File: src/rtl/control_sequencer.sv
// Microcoded control unit for the 8-bit CPU: a T-state step counter plus an opcode
// decoder that drives the active-low datapath strobes, with a sticky halt.
//
// state   | meaning
// T0      | fetch: PC -> MAR
// T1      | fetch: RAM -> IR, PC increment
// T2..T4  | execute, decoded from opcode and flags
// T5..T7  | idle padding when STEPS > 5
// halted  | step frozen at T2, only o_halt asserted
module control_sequencer #(
   parameter int STEPS = 5
) (
   input  logic       i_clk,
   input  logic       i_rstn,
   input  logic [3:0] i_opcode,
   input  logic       i_carry,
   input  logic       i_zero,
   output logic       o_pc_cntn,
   output logic       o_pc_den,
   output logic       o_pc_din,
   output logic       o_mar_inn,
   output logic       o_ram_outn,
   output logic       o_ram_inn,
   output logic       o_ir_inn,
   output logic       o_ir_outn,
   output logic       o_a_inn,
   output logic       o_a_outn,
   output logic       o_b_inn,
   output logic       o_alu_outn,
   output logic       o_out_inn,
   output logic       o_alu_sub,
   output logic       o_flags_in,
   output logic       o_halt,
   output logic [2:0] o_tstate
);

   localparam logic [2:0] T0   = 3'd0;
   localparam logic [2:0] T1   = 3'd1;
   localparam logic [2:0] T2   = 3'd2;
   localparam logic [2:0] T3   = 3'd3;
   localparam logic [2:0] T4   = 3'd4;
   localparam logic [2:0] LAST = 3'(STEPS - 1);

   localparam logic [3:0] OP_LDA = 4'b0001;
   localparam logic [3:0] OP_ADD = 4'b0010;
   localparam logic [3:0] OP_SUB = 4'b0011;
   localparam logic [3:0] OP_STA = 4'b0100;
   localparam logic [3:0] OP_LDI = 4'b0101;
   localparam logic [3:0] OP_JMP = 4'b0110;
   localparam logic [3:0] OP_JC  = 4'b0111;
   localparam logic [3:0] OP_JZ  = 4'b1000;
   localparam logic [3:0] OP_OUT = 4'b1110;
   localparam logic [3:0] OP_HLT = 4'b1111;

   logic [2:0] step;
   logic       halted;

   logic pc_cnt, pc_de, pc_di, mar_in, ram_out, ram_in, ir_in, ir_out;
   logic a_in, a_out, b_in, alu_out, out_in, alu_sub, flags_in, halt_req;

   always_ff @(posedge i_clk or negedge i_rstn) begin
      if (!i_rstn) begin
         step   <= T0;
         halted <= 1'b0;
      end else if (!halted) begin
         if (step == T2 && i_opcode == OP_HLT)
            halted <= 1'b1;
         else if (step == LAST)
            step <= T0;
         else
            step <= step + 3'd1;
      end
   end

   // Strobes are gated by i_rstn so they go inactive the instant reset asserts.
   always_comb begin
      pc_cnt   = 1'b0;
      pc_de    = 1'b0;
      pc_di    = 1'b0;
      mar_in   = 1'b0;
      ram_out  = 1'b0;
      ram_in   = 1'b0;
      ir_in    = 1'b0;
      ir_out   = 1'b0;
      a_in     = 1'b0;
      a_out    = 1'b0;
      b_in     = 1'b0;
      alu_out  = 1'b0;
      out_in   = 1'b0;
      alu_sub  = 1'b0;
      flags_in = 1'b0;
      halt_req = i_rstn & halted;
      if (i_rstn && !halted) begin
         case (step)
            T0: begin
               pc_de  = 1'b1;
               mar_in = 1'b1;
            end
            T1: begin
               ram_out = 1'b1;
               ir_in   = 1'b1;
               pc_cnt  = 1'b1;
            end
            T2: begin
               case (i_opcode)
                  OP_LDA, OP_ADD, OP_SUB, OP_STA: begin
                     ir_out = 1'b1;
                     mar_in = 1'b1;
                  end
                  OP_LDI: begin
                     ir_out = 1'b1;
                     a_in   = 1'b1;
                  end
                  OP_JMP: begin
                     ir_out = 1'b1;
                     pc_di  = 1'b1;
                  end
                  OP_JC: begin
                     ir_out = i_carry;
                     pc_di  = i_carry;
                  end
                  OP_JZ: begin
                     ir_out = i_zero;
                     pc_di  = i_zero;
                  end
                  OP_OUT: begin
                     a_out  = 1'b1;
                     out_in = 1'b1;
                  end
                  OP_HLT: halt_req = 1'b1;
                  default: ;
               endcase
            end
            T3: begin
               case (i_opcode)
                  OP_LDA: begin
                     ram_out = 1'b1;
                     a_in    = 1'b1;
                  end
                  OP_ADD, OP_SUB: begin
                     ram_out = 1'b1;
                     b_in    = 1'b1;
                  end
                  OP_STA: begin
                     a_out  = 1'b1;
                     ram_in = 1'b1;
                  end
                  default: ;
               endcase
            end
            T4: begin
               if (i_opcode == OP_ADD || i_opcode == OP_SUB) begin
                  alu_out  = 1'b1;
                  a_in     = 1'b1;
                  flags_in = 1'b1;
                  alu_sub  = (i_opcode == OP_SUB);
               end
            end
            default: ;
         endcase
      end
   end

   assign o_pc_cntn  = ~pc_cnt;
   assign o_pc_den   = ~pc_de;
   assign o_pc_din   = ~pc_di;
   assign o_mar_inn  = ~mar_in;
   assign o_ram_outn = ~ram_out;
   assign o_ram_inn  = ~ram_in;
   assign o_ir_inn   = ~ir_in;
   assign o_ir_outn  = ~ir_out;
   assign o_a_inn    = ~a_in;
   assign o_a_outn   = ~a_out;
   assign o_b_inn    = ~b_in;
   assign o_alu_outn = ~alu_out;
   assign o_out_inn  = ~out_in;
   assign o_alu_sub  = alu_sub;
   assign o_flags_in = flags_in;
   assign o_halt     = halt_req;
   assign o_tstate   = step;

endmodule

File: config.mk
export PLATFORM = sky130hd
export DESIGN_NAME = control_sequencer
export DESIGN_NICKNAME = d
export VERILOG_FILES = /design/src/rtl/control_sequencer.sv
export SDC_FILE = /design/constraint.sdc
export NUM_CORES = 1
export LEC_CHECK = 0
export ABC_CLOCK_PERIOD_IN_PS = 3700
export BUFFER_PORTS_ARGS = -buffer_cell sky130_fd_sc_hd__buf_2
export CAP_MARGIN = 20
export CORE_AREA = 2 2 39 41
export CTS_CLUSTER_DIAMETER = 30
export DETAILED_ROUTE_END_ITERATION = 16
export DIE_AREA = 0 0 41 43
export GPL_TIMING_DRIVEN = 1
export PLACE_DENSITY = 0.86
export SLEW_MARGIN = 20
export SYNTH_ARGS = -nofsm -noshare
export SYNTH_HDL_FRONTEND = slang
export SYNTH_SLANG_ARGS = --single-unit
File: constraint.sdc
create_clock -name i_clk -period 3.7 [get_ports i_clk]
set_clock_uncertainty 0.15 [all_clocks]
set_input_delay 0.37 -clock i_clk [delete_from_list [all_inputs] [get_ports i_clk]]
set_output_delay 0.37 -clock i_clk [all_outputs]
set_load 0.005 [all_outputs]
== Yosys cells after proc, flatten, opt, wreduce, memory -nomap -nowiden ==
Index checks and enable logic that the tools add are counted.

* Bitwise operators: 15
* $add $sub $neg: 1
* Reductions and logical operators: 10
* Equality and inequality tests: 14
* Muxes and demuxes: 43

{| class="wikitable"
|+ Operators by type and width
! cell !! number
|-
| $mux 1 || 36
|-
| $eq 4x3->1 const B || 4
|-
| $not 1->1 || 14
|-
| $eq 4x4->1 const B || 3
|-
| $pmux 1 s3 || 3
|-
| $eq 4x2->1 const B || 2
|-
| $eq 3x2->1 const B || 2
|-
| $pmux 1 s2 || 3
|-
| $reduce_or 6->1 || 1
|-
| $eq 4x1->1 const B || 1
|-
| $reduce_or 4->1 || 1
|-
| $add 3x1->3 const B || 1
|-
| $eq 3x1->1 const B || 1
|-
| $eq 3x3->1 const B || 1
|-
| $logic_not 3->1 || 1
|-
| $mux 3 || 1
|-
| $reduce_or 3->1 || 1
|-
| $logic_and 1x1->1 || 2
|-
| $reduce_and 2->1 || 1
|-
| $reduce_or 2->1 || 1
|-
| $and 1x1->1 || 1
|-
| $logic_not 1->1 || 1
|-
| $logic_or 1x1->1 || 1
|}

* Output and inout bits: 19
* Input port bits: 8
* Word-level logic and storage cells: 85
* Flip-flop bits (word level): 4

== Longest topological paths before layout ==
Gate-level depths: netlist of the first run.

* Depth in word-level cells: 6
* Gate-level depth with buffers: 6
* Mapped depth without buffers: 5

== Worst setup path after synthesis of the first run ==
OpenSTA, ideal clock, no wires.

* Path kind: register to output
* From: register step[0], in the netlist o_tstate[0]
* To: output o_halt
* Setup slack: 1,787 ps
* Data required time: 3,180 ps
* Cell stages (with the launch flop): 6
* Arrival: 1,393 ps
* Path buffers: 0
* Cell sequence: dfrtp_1 -> inv_1 -> ha_1 -> and4b_1 -> a31oi_4 -> and2b_2

* Word-level cells in the longest chain between the ends: 3

{| class="wikitable"
|+ Ends and longest elaborated chain
! element !! line !! RTL
|-
| start, declared || 55 || <nowiki>logic [2:0] step;</nowiki>
|-
| start signal, assigned || 71 || <nowiki>step <= step + 3'd1;</nowiki>
|-
| $eq 3x2->1 || 94 || <nowiki>case (step)</nowiki>
|-
| $mux 1 || 94 ||
|-
| $mux 1 || 93 || <nowiki>if (i_rstn && !halted) begin</nowiki>
|-
| end, declared || 33 || <nowiki>output logic o_halt,</nowiki>
|}

No other way between the ends.

== Final worst setup path of the first run ==
* From: input i_rstn
* To: output o_a_outn

* Word-level cells in the longest chain between the ends: 3

{| class="wikitable"
|+ Ends and longest elaborated chain
! element !! line !! RTL
|-
| start, declared || 14 || <nowiki>input logic i_rstn,</nowiki>
|-
| $logic_and 1x1->1 || 93 ||
|-
| $mux 1 || 93 ||
|-
| $not 1->1 || 173 || <nowiki>assign o_a_outn = ~a_out;</nowiki>
|-
| end, declared || 27 || <nowiki>output logic o_a_outn,</nowiki>
|}

No other way between the ends.

==> impl.org, run 1 <==
** Yosys
- After technology mapping, the gate count stands at between 70 and 80.
- Post-synthesis sequential area ratio :: between 10% and 20%
- Total of flip-flops plus latches after synthesis :: 4
- Netlist Area Pre-Place :: 574 um^2
- Synthesis produced a netlist with a net count of 85.
- Yosys printed 0 warnings.
- Main combinational cell family by area after synthesis :: simple AND/OR/NAND/NOR gates
- Summing the areas of all fa, ha and maj instances in the mapped netlist gives about 11% of the synthesized area.
- Simple-gate share of the synthesized area :: between 30 and 40%
- The synthesized netlist devotes between 15 and 20% of its cell area to compound gates.
- After synthesis, the mean cell area works out to between 7 and 8 um^2.
- Summing the areas of all xor and xnor instances in the mapped netlist gives 0% of the synthesized area.
- Synth cell types :: 31
- Multiplexer area fraction after synthesis :: under 10%

** Clock tree
- Sink Count :: 4
- Clock latency reported for the late side of the worst-skew pair :: 0.23 ns
- Cts bufs inserted :: 3
- CTS root buf :: clkbuf_4
- Number of buffers on the longest clock path :: 2
- Number of H-tree levels :: 1
- Clock transition at the registers of the reported paths :: roughly 0.030 ns
- TritonCTS built the clock tree.

** Placed design
- Setup WS pre-CTS :: between 1.5 and 2 ns
- Post-placement cell area :: roughly 680 um^2
- Once placement completed, the tool counted placed cells totaling roughly 110.
- Post-DP HPWL :: a little over 1000 um
- Buffers placed on the I/O ports in this run total 26.
- Routability-driven placement finished with a final weighted congestion of around 0.77.

** Power
- VDD sags by at most 0.330 mV.
- Power per Cell Area :: between 500 and 600 nW/um^2
- Leak :: 0.314 nW

** Flow run
- Number of max-capacitance violations reported :: 0

** Floorplan
- The floorplan step set the die height to roughly 43 um.
- For this configuration, the core starts out at a cell density of slightly above 40%.
- Total die area :: 1760 um^2
- Placeable core region :: around 1400 um^2
- I/O pins :: 27
- Total number of placement rows :: 14
- Width of the die :: ~41 um

** Routing
- Signal routing reaches up to met4.
- Wire segments on met3 add up to 64 um in the final route.
- Number of nets with antenna violations after routing :: 0
- For this run, design rule violations remaining after detail routing come to 0.
- DRT Wirelength :: between 1000 and 1500 um
- Post-detailed-route wirelength per cell :: between 10 and 15 um
- The detailed router finished its first iteration with 9 violations.
- Count of vias placed by the detailed router :: roughly 600
- Via/cell ratio :: 5.34
- The first detailed-routing pass took 4 iterations.
- Routed length on met1 :: around 570 um
- Length of routed met2 wiring :: 607 um

** Worst setup path
- Data on the critical path is required at its endpoint by between 3 and 4 ns.
- Critical path startpoint category :: primary input
- Data arrival at the endpoint of the critical path :: roughly 1.8 ns
- Class of the most critical setup path :: in2out
- STA classifies the critical path endpoint as an output pin.
- Along the worst path, the maximum fanout reaches 8.

** Timing
- After layout, the worst path uses around 64% of the clock period.
- Timing would allow up to ~0.42 GHz.
- Worst Hold Margin :: approximately 0.34 ns
- RSZ-0062 raised after global routing :: false
- Setup violations remaining at the end of the flow were counted as 0.
- Final critical delay including setup and external delays :: between 2 and 2.5 ns
- Slew @ Worst Pin :: roughly 0.37 ns
- In this run the tightest slew margin relative to its limit is ~75%.
- The count of final max-slew check failures came to 0.
- The count of final hold-check violations came to 0.
- Fin Setup TNS :: 0 ns
- Final worst slack :: ~1.3 ns

** Cells and area
- The finished cells cover about 710 um^2.
- Area Overhead vs Synth :: 23.7%
- Filler Cell Count :: 140
- Non-filler instance count after layout :: about 110
- Net total in the final layout :: about 110
- Cells with a size suffix above 1 make up 38.5% of the layout.
- 0 antenna diodes ended up in the layout.

** Global routing
- First-pass GRT wire length :: between 2000 and 2500 um
- Global routing consumed, over all layers together, between 10% and 20% of the routing resources.
- Vias in the first global route :: 500
- Total grt overflow :: 0
- The initial antenna violation count was 0.
- Largest net degree at the start of global routing :: 13

** Run status
- The run finished with clean final reports.

** Hold path
- Worst hold path type :: in2async
report_power, final:
part	leakage, nW	total, W	switching, W	internal, W
registers	0.0478	0.000103	0.0000351	0.0000679
clock network	0.0138	0.0000510	0.0000150	0.0000361
logic	0.252	0.000225	0.000109	0.000116
metal layers:
metal | track usage (%) | vias to the layer above
met5 | 0 | -
met4 | 10.0 | 0
met3 | 0 | 2
met2 | 26.3 | 25
met1 | 20.5 | 268
li1 | - | 303
Yosys cell counts:
cell type	number	area, um^2
and4bb_2	1	12.5
nor2b_1	2	12.5
mux2_2	3	33.8
clkbuf_2	1	5.00
o21a_1	1	7.51
nand3b_1	1	7.51
or3_1	2	12.5
and3_1	1	6.26
nand2_1	5	18.8
nor3_1	3	15.0
nand4_1	1	6.26
a31oi_4	1	21.3
o32ai_1	1	8.76
a21oi_1	2	10.0
and4b_1	1	10.0
o211ai_1	2	15.0
dfrtp_1	4	100
nand2b_1	5	31.3
o21ai_0	5	25.0
buf_4	2	15.0
and3b_1	1	8.76
nand3_1	4	20.0
inv_1	6	22.5
nor4_2	1	12.5
a2111oi_0	1	8.76
clkbuf_1	1	3.75
and2_1	1	6.26
and2b_2	2	17.5
ha_1	5	62.6
nor2_1	4	15.0
buf_6	2	22.5
metrics by stage:
step | total power (W) | utilization, %
finish | 0.000379 | 51.4
global route | 0.000422 | 51.4
CTS | 0.000386 | 51.4
detailed placement | 0.000330 | 49.0
global placement | 0.000319 | 49.0
floorplan | 0.000274 | -
worst paths after layout:
| kind | from | to | slack [ns] | cells past startpoint |
|---|---|---|---|---|
| max | i_rstn | o_a_outn | 1.34 | 6 |
| min | i_rstn | o_tstate[1] | 0.34 | 2 |
| max reg2reg | o_tstate[0] | o_tstate[2] | 1.84 | 5 |
| min reg2reg | halted | halted | 0.42 | 2 |
| max in group asynchronous | i_rstn | halted | 2.91 | 2 |
| min in group i_clk | i_opcode[1] | halted | 0.40 | 3 |
flip-flops by register name (all words and copies together), names as in the netlist:
register / cells
o_tstate: 3
halted: 1
cells in the final DEF (no fill, tap or decap), drive strengths merged, types with 2 or more instances in the layout:
cell type / n
nand2: 5
a21oi: 2
inv: 6
nand2b: 5
nor2b: 2
clkbuf: 3
or3: 2
ha: 5
nor2: 4
mux2: 3
nand3: 4
nor3: 3
o21ai: 5
and2b: 2
o211ai: 2
dfrtp: 4
buf: 26
cell families (layout without fill, tap and decap cells):
kind of cell / Yosys count / in the layout
and+or+nand+nor: 35 / 35
AOI/OAI and AO/OA: 13 / 13
buffers and inverters: 12 / 36
adders and majority gates: 5 / 5
DFF: 4 / 4
muxes: 3 / 3
layout make-up:
cell class	instances	area [um^2]	share of cell area, %
clock buffer	3	22.5	3.17
inverter	6	22.5	3.17
multi-input combinational	56	405	57.0
sequential	4	100	14.1
tap	16	20.0	2.82
timing repair buffer	27	140	19.7
critical path, cell delays in order:
cell           delay, ns
dlygate4sd3_1       0.52
buf_2               0.17
and4bb_2            0.28
and3_1              0.19
o211ai_1            0.16
buf_2               0.14
repair_timing:
| action | 4_1_cts | 5_1_grt |
|---|---|---|
| buffers inserted | 0 | 0 |
| endpoints found under the hold margin | 4 | 0 |
| gates resized for setup | 0 | 0 |
| hold buffers | 1 | 0 |
Note: power is estimated with default switching activity, not from simulation.
==> run 2: changes to the inputs <==
Settings changed: ABC_CLOCK_PERIOD_IN_PS 3700 to 2120, CORE_AREA 2 2 39 41 to not set, CORE_MARGIN set to 2, CORE_UTILIZATION set to 40, DIE_AREA 0 0 41 43 to not set, PLACE_DENSITY 0.86 to 0.84.
Clock period 3.7 ns to 2.12 ns, I/O delays scaled along.
==> impl.org, run 2 (synthesis results as in run 1) <==
** Timing
- The total negative setup slack was 0 ns (unchanged).
- Setup violators final :: 0 (unchanged)
- Slew @ Worst Pin :: 0.286 ns (-0.0855 ns)
- Post-route fraction of the period consumed by the critical path :: a little over nine tenths
- The worst hold margin came to 0.181 ns (-0.161 ns).
- The count of final max-slew check failures came to 0 (unchanged).
- Final critical delay including setup and external delays :: between 2 and 2.5 ns
- The count of final hold-check violations came to 0 (unchanged).
- The tightest slew margin relative to the limit was 81.0% (+6.3 points).
- Highest achievable clock rate :: roughly 0.48 GHz

** Routing
- Via/cell ratio :: 5.25 (-1.7%)
- Number of design-rule violations left by the first detailed-router iteration :: 8 (-1)
- Post-detailed-route wirelength per cell :: 12.7 um (+14%)
- DRT Wirelength :: 1480 um (+18%)
- The number of iterations in the first detailed-routing pass came to 2 (-2).
- The remaining antenna violation count after routing was 0 (unchanged).
- Count of vias placed by the detailed router :: 609 (+1.8%)
- DRC errors left :: 0 (unchanged)

** Clock tree
- Cts bufs inserted :: 3 (unchanged)
- Number of H-tree levels :: 1 (unchanged)
- Clock tree from TritonCTS :: built
- The clock-pin slew of the registers on the worst-case setup and hold paths is 0.04 ns (about the same).
- The clock tree buffer depth was 2 (unchanged).
- The latest clock arrival within the worst-skew pair is 0.23 ns (about the same).
- The sink count of the clock tree was 4 (unchanged).
- CTS placed an instance of clkbuf_4 at the clock tree root.

** Global routing
- Total grt overflow :: 0 (unchanged)
- GRT Total Usage :: 16.0% (-0.34 points)
- Largest net degree at the start of global routing :: 13 (unchanged)
- Number of antenna violations at the first check in global routing :: 0 (unchanged)
- The number of global-route vias before repair came to 486 (-2.8%).
- The first-pass GRT wire length is 2190 um (+8.2%).

** Floorplan
- The number of top-level pins came to 27 (unchanged).
- Width of the die :: 41.9 um (+2.2%)
- Placeable core region :: 1320 um^2 (-4.8%)
- Initial core utilization :: 43.6% (+2.1 points)
- The vertical die dimension is 41.9 um (-2.6%).
- Total number of placement rows :: 13 (-1)
- The die area was 1750 um^2 (-0.47%).

** Cells and area
- The post-layout instance area is 781 um^2 (+9.9%).
- The count of nets after finishing was 116 (+4.5%).
- Filler Cell Count :: 117 (-16%)
- The layout cell share with drive strength beyond 1 came to 47.5% (+9.0 points).
- Footprint of the flip-flops and latches :: 101 um^2 (+1.2%)
- The library cells used most frequently in the layout, excluding fill and tap cells, are 26 x buf_2, 5 x inv_1, 5 x nand2_1, 5 x o21ai_0, 5 x buf_4.
- The antenna diode instance count is 0 (unchanged).
- The area growth from synthesis to layout is 35.9%.
- Area used by multi-input combinational logic :: 438 um^2 (+8.0%)
- The flip-flop count of the largest register, all copies and words added is 3 (unchanged).
- Most frequent standard cell in the layout excluding fill and tap cells :: buf_2

** Placed design
- The routability congestion estimate from global placement was 0.793 (+2.4%).
- Post-placement cell area :: 677 um^2 (-0.18%)
- Post-DP HPWL :: 963 um (-6.2%)
- The quantity of I/O buffers inserted on ports was 26 (unchanged).

** Power
- Power per Cell Area :: 1020 nW/um^2 (+91%)
- Leak :: 0.339 nW (+8.0%)
- The peak supply drop came to 0.747 mV (+130%).

** Flow run
- Number of max-capacitance violations reported :: 0 (unchanged)

** Worst setup path
- Data arrival at the endpoint of the critical path :: 1.70 ns (-0.14 ns)
- Critical path startpoint category :: flip-flop
- Class of the most critical setup path :: reg2out
- Sort of element at the end of the critical path :: output pin
- The required time of the worst setup path was 1.76 ns (-1.42 ns).
- The largest fanout on the critical path was 5 (-3).

** Run status
- Status :: finished, final reports clean

** Hold path
- Worst hold path type :: in2async
-- run 2: cell types whose count changed in the layout (fill, tap and decap cells not counted), sizes merged --
cell | previous run | this run
buf | 26 | 31
-- run 2: final cells by class --
cell class              instances  area share (%)
multi-input cells              56            56.1
repair buffers                 32            22.8
flip-flops and latches          4            13.0
clock buffers                   3            2.88
inverters                       6            2.88
well taps                      15            2.40
-- run 2: path summary, 6_finish.rpt --
check	startpoint	end	slack [ns]	cells past startpoint
setup / recovery	o_tstate[0]	o_halt	0.06	6
hold reg to reg	halted	halted	0.41	2
min in group i_clk	i_opcode[1]	halted	0.26	3
setup reg to reg	o_tstate[0]	o_tstate[0]	0.26	6
hold / removal	i_rstn	o_tstate[0]	0.18	2
max in group asynchronous	i_rstn	o_tstate[1]	1.47	2
-- run 2: repair_timing --
action | 4_1_cts | 5_1_grt
hold buffers | 1 | 0
endpoints found under the hold margin | 4 | 0
setup endpoints to repair | 2 | 4
pin swaps | 1 | 4
setup buffers | 2 | 3
gates resized for setup | 0 | 9
-- run 2: layer usage --
metal  vias up  global-route usage [%]  routed length, um
li1        313                       -                  -
met1       271                    20.6                626
met2        21                    23.8                745
met3         4                    5.22                 81
met4         0                    7.74                 24
met5         -                       0                  0
-- run 2: worst max-delay path, cell delays in order (launching register included) --
cell	delay [ns]
dfrtp_1	0.38
inv_2	0.07
ha_4	0.17
and4b_1	0.23
a31oi_4	0.26
and2b_2	0.24
buf_2	0.12
-- run 2: power breakdown --
group	internal, W	total (W)	switching (W)
sequential	0.000120	0.000184	0.0000640
clock	0.0000633	0.0000934	0.0000301
combinational	0.000276	0.000519	0.000243
-- run 2: per-stage QoR --
stage	utilization, %	setup slack, ns	std cells	total power, W
floorplan	-	0.350	72	0.000479
global placement	51.4	0.240	107	0.000559
detailed placement	51.4	0.183	107	0.000577
CTS	55.0	0.0190	113	0.000704
global route	59.3	-0.0388	116	0.000886
finish	59.3	0.0578	116	0.000797
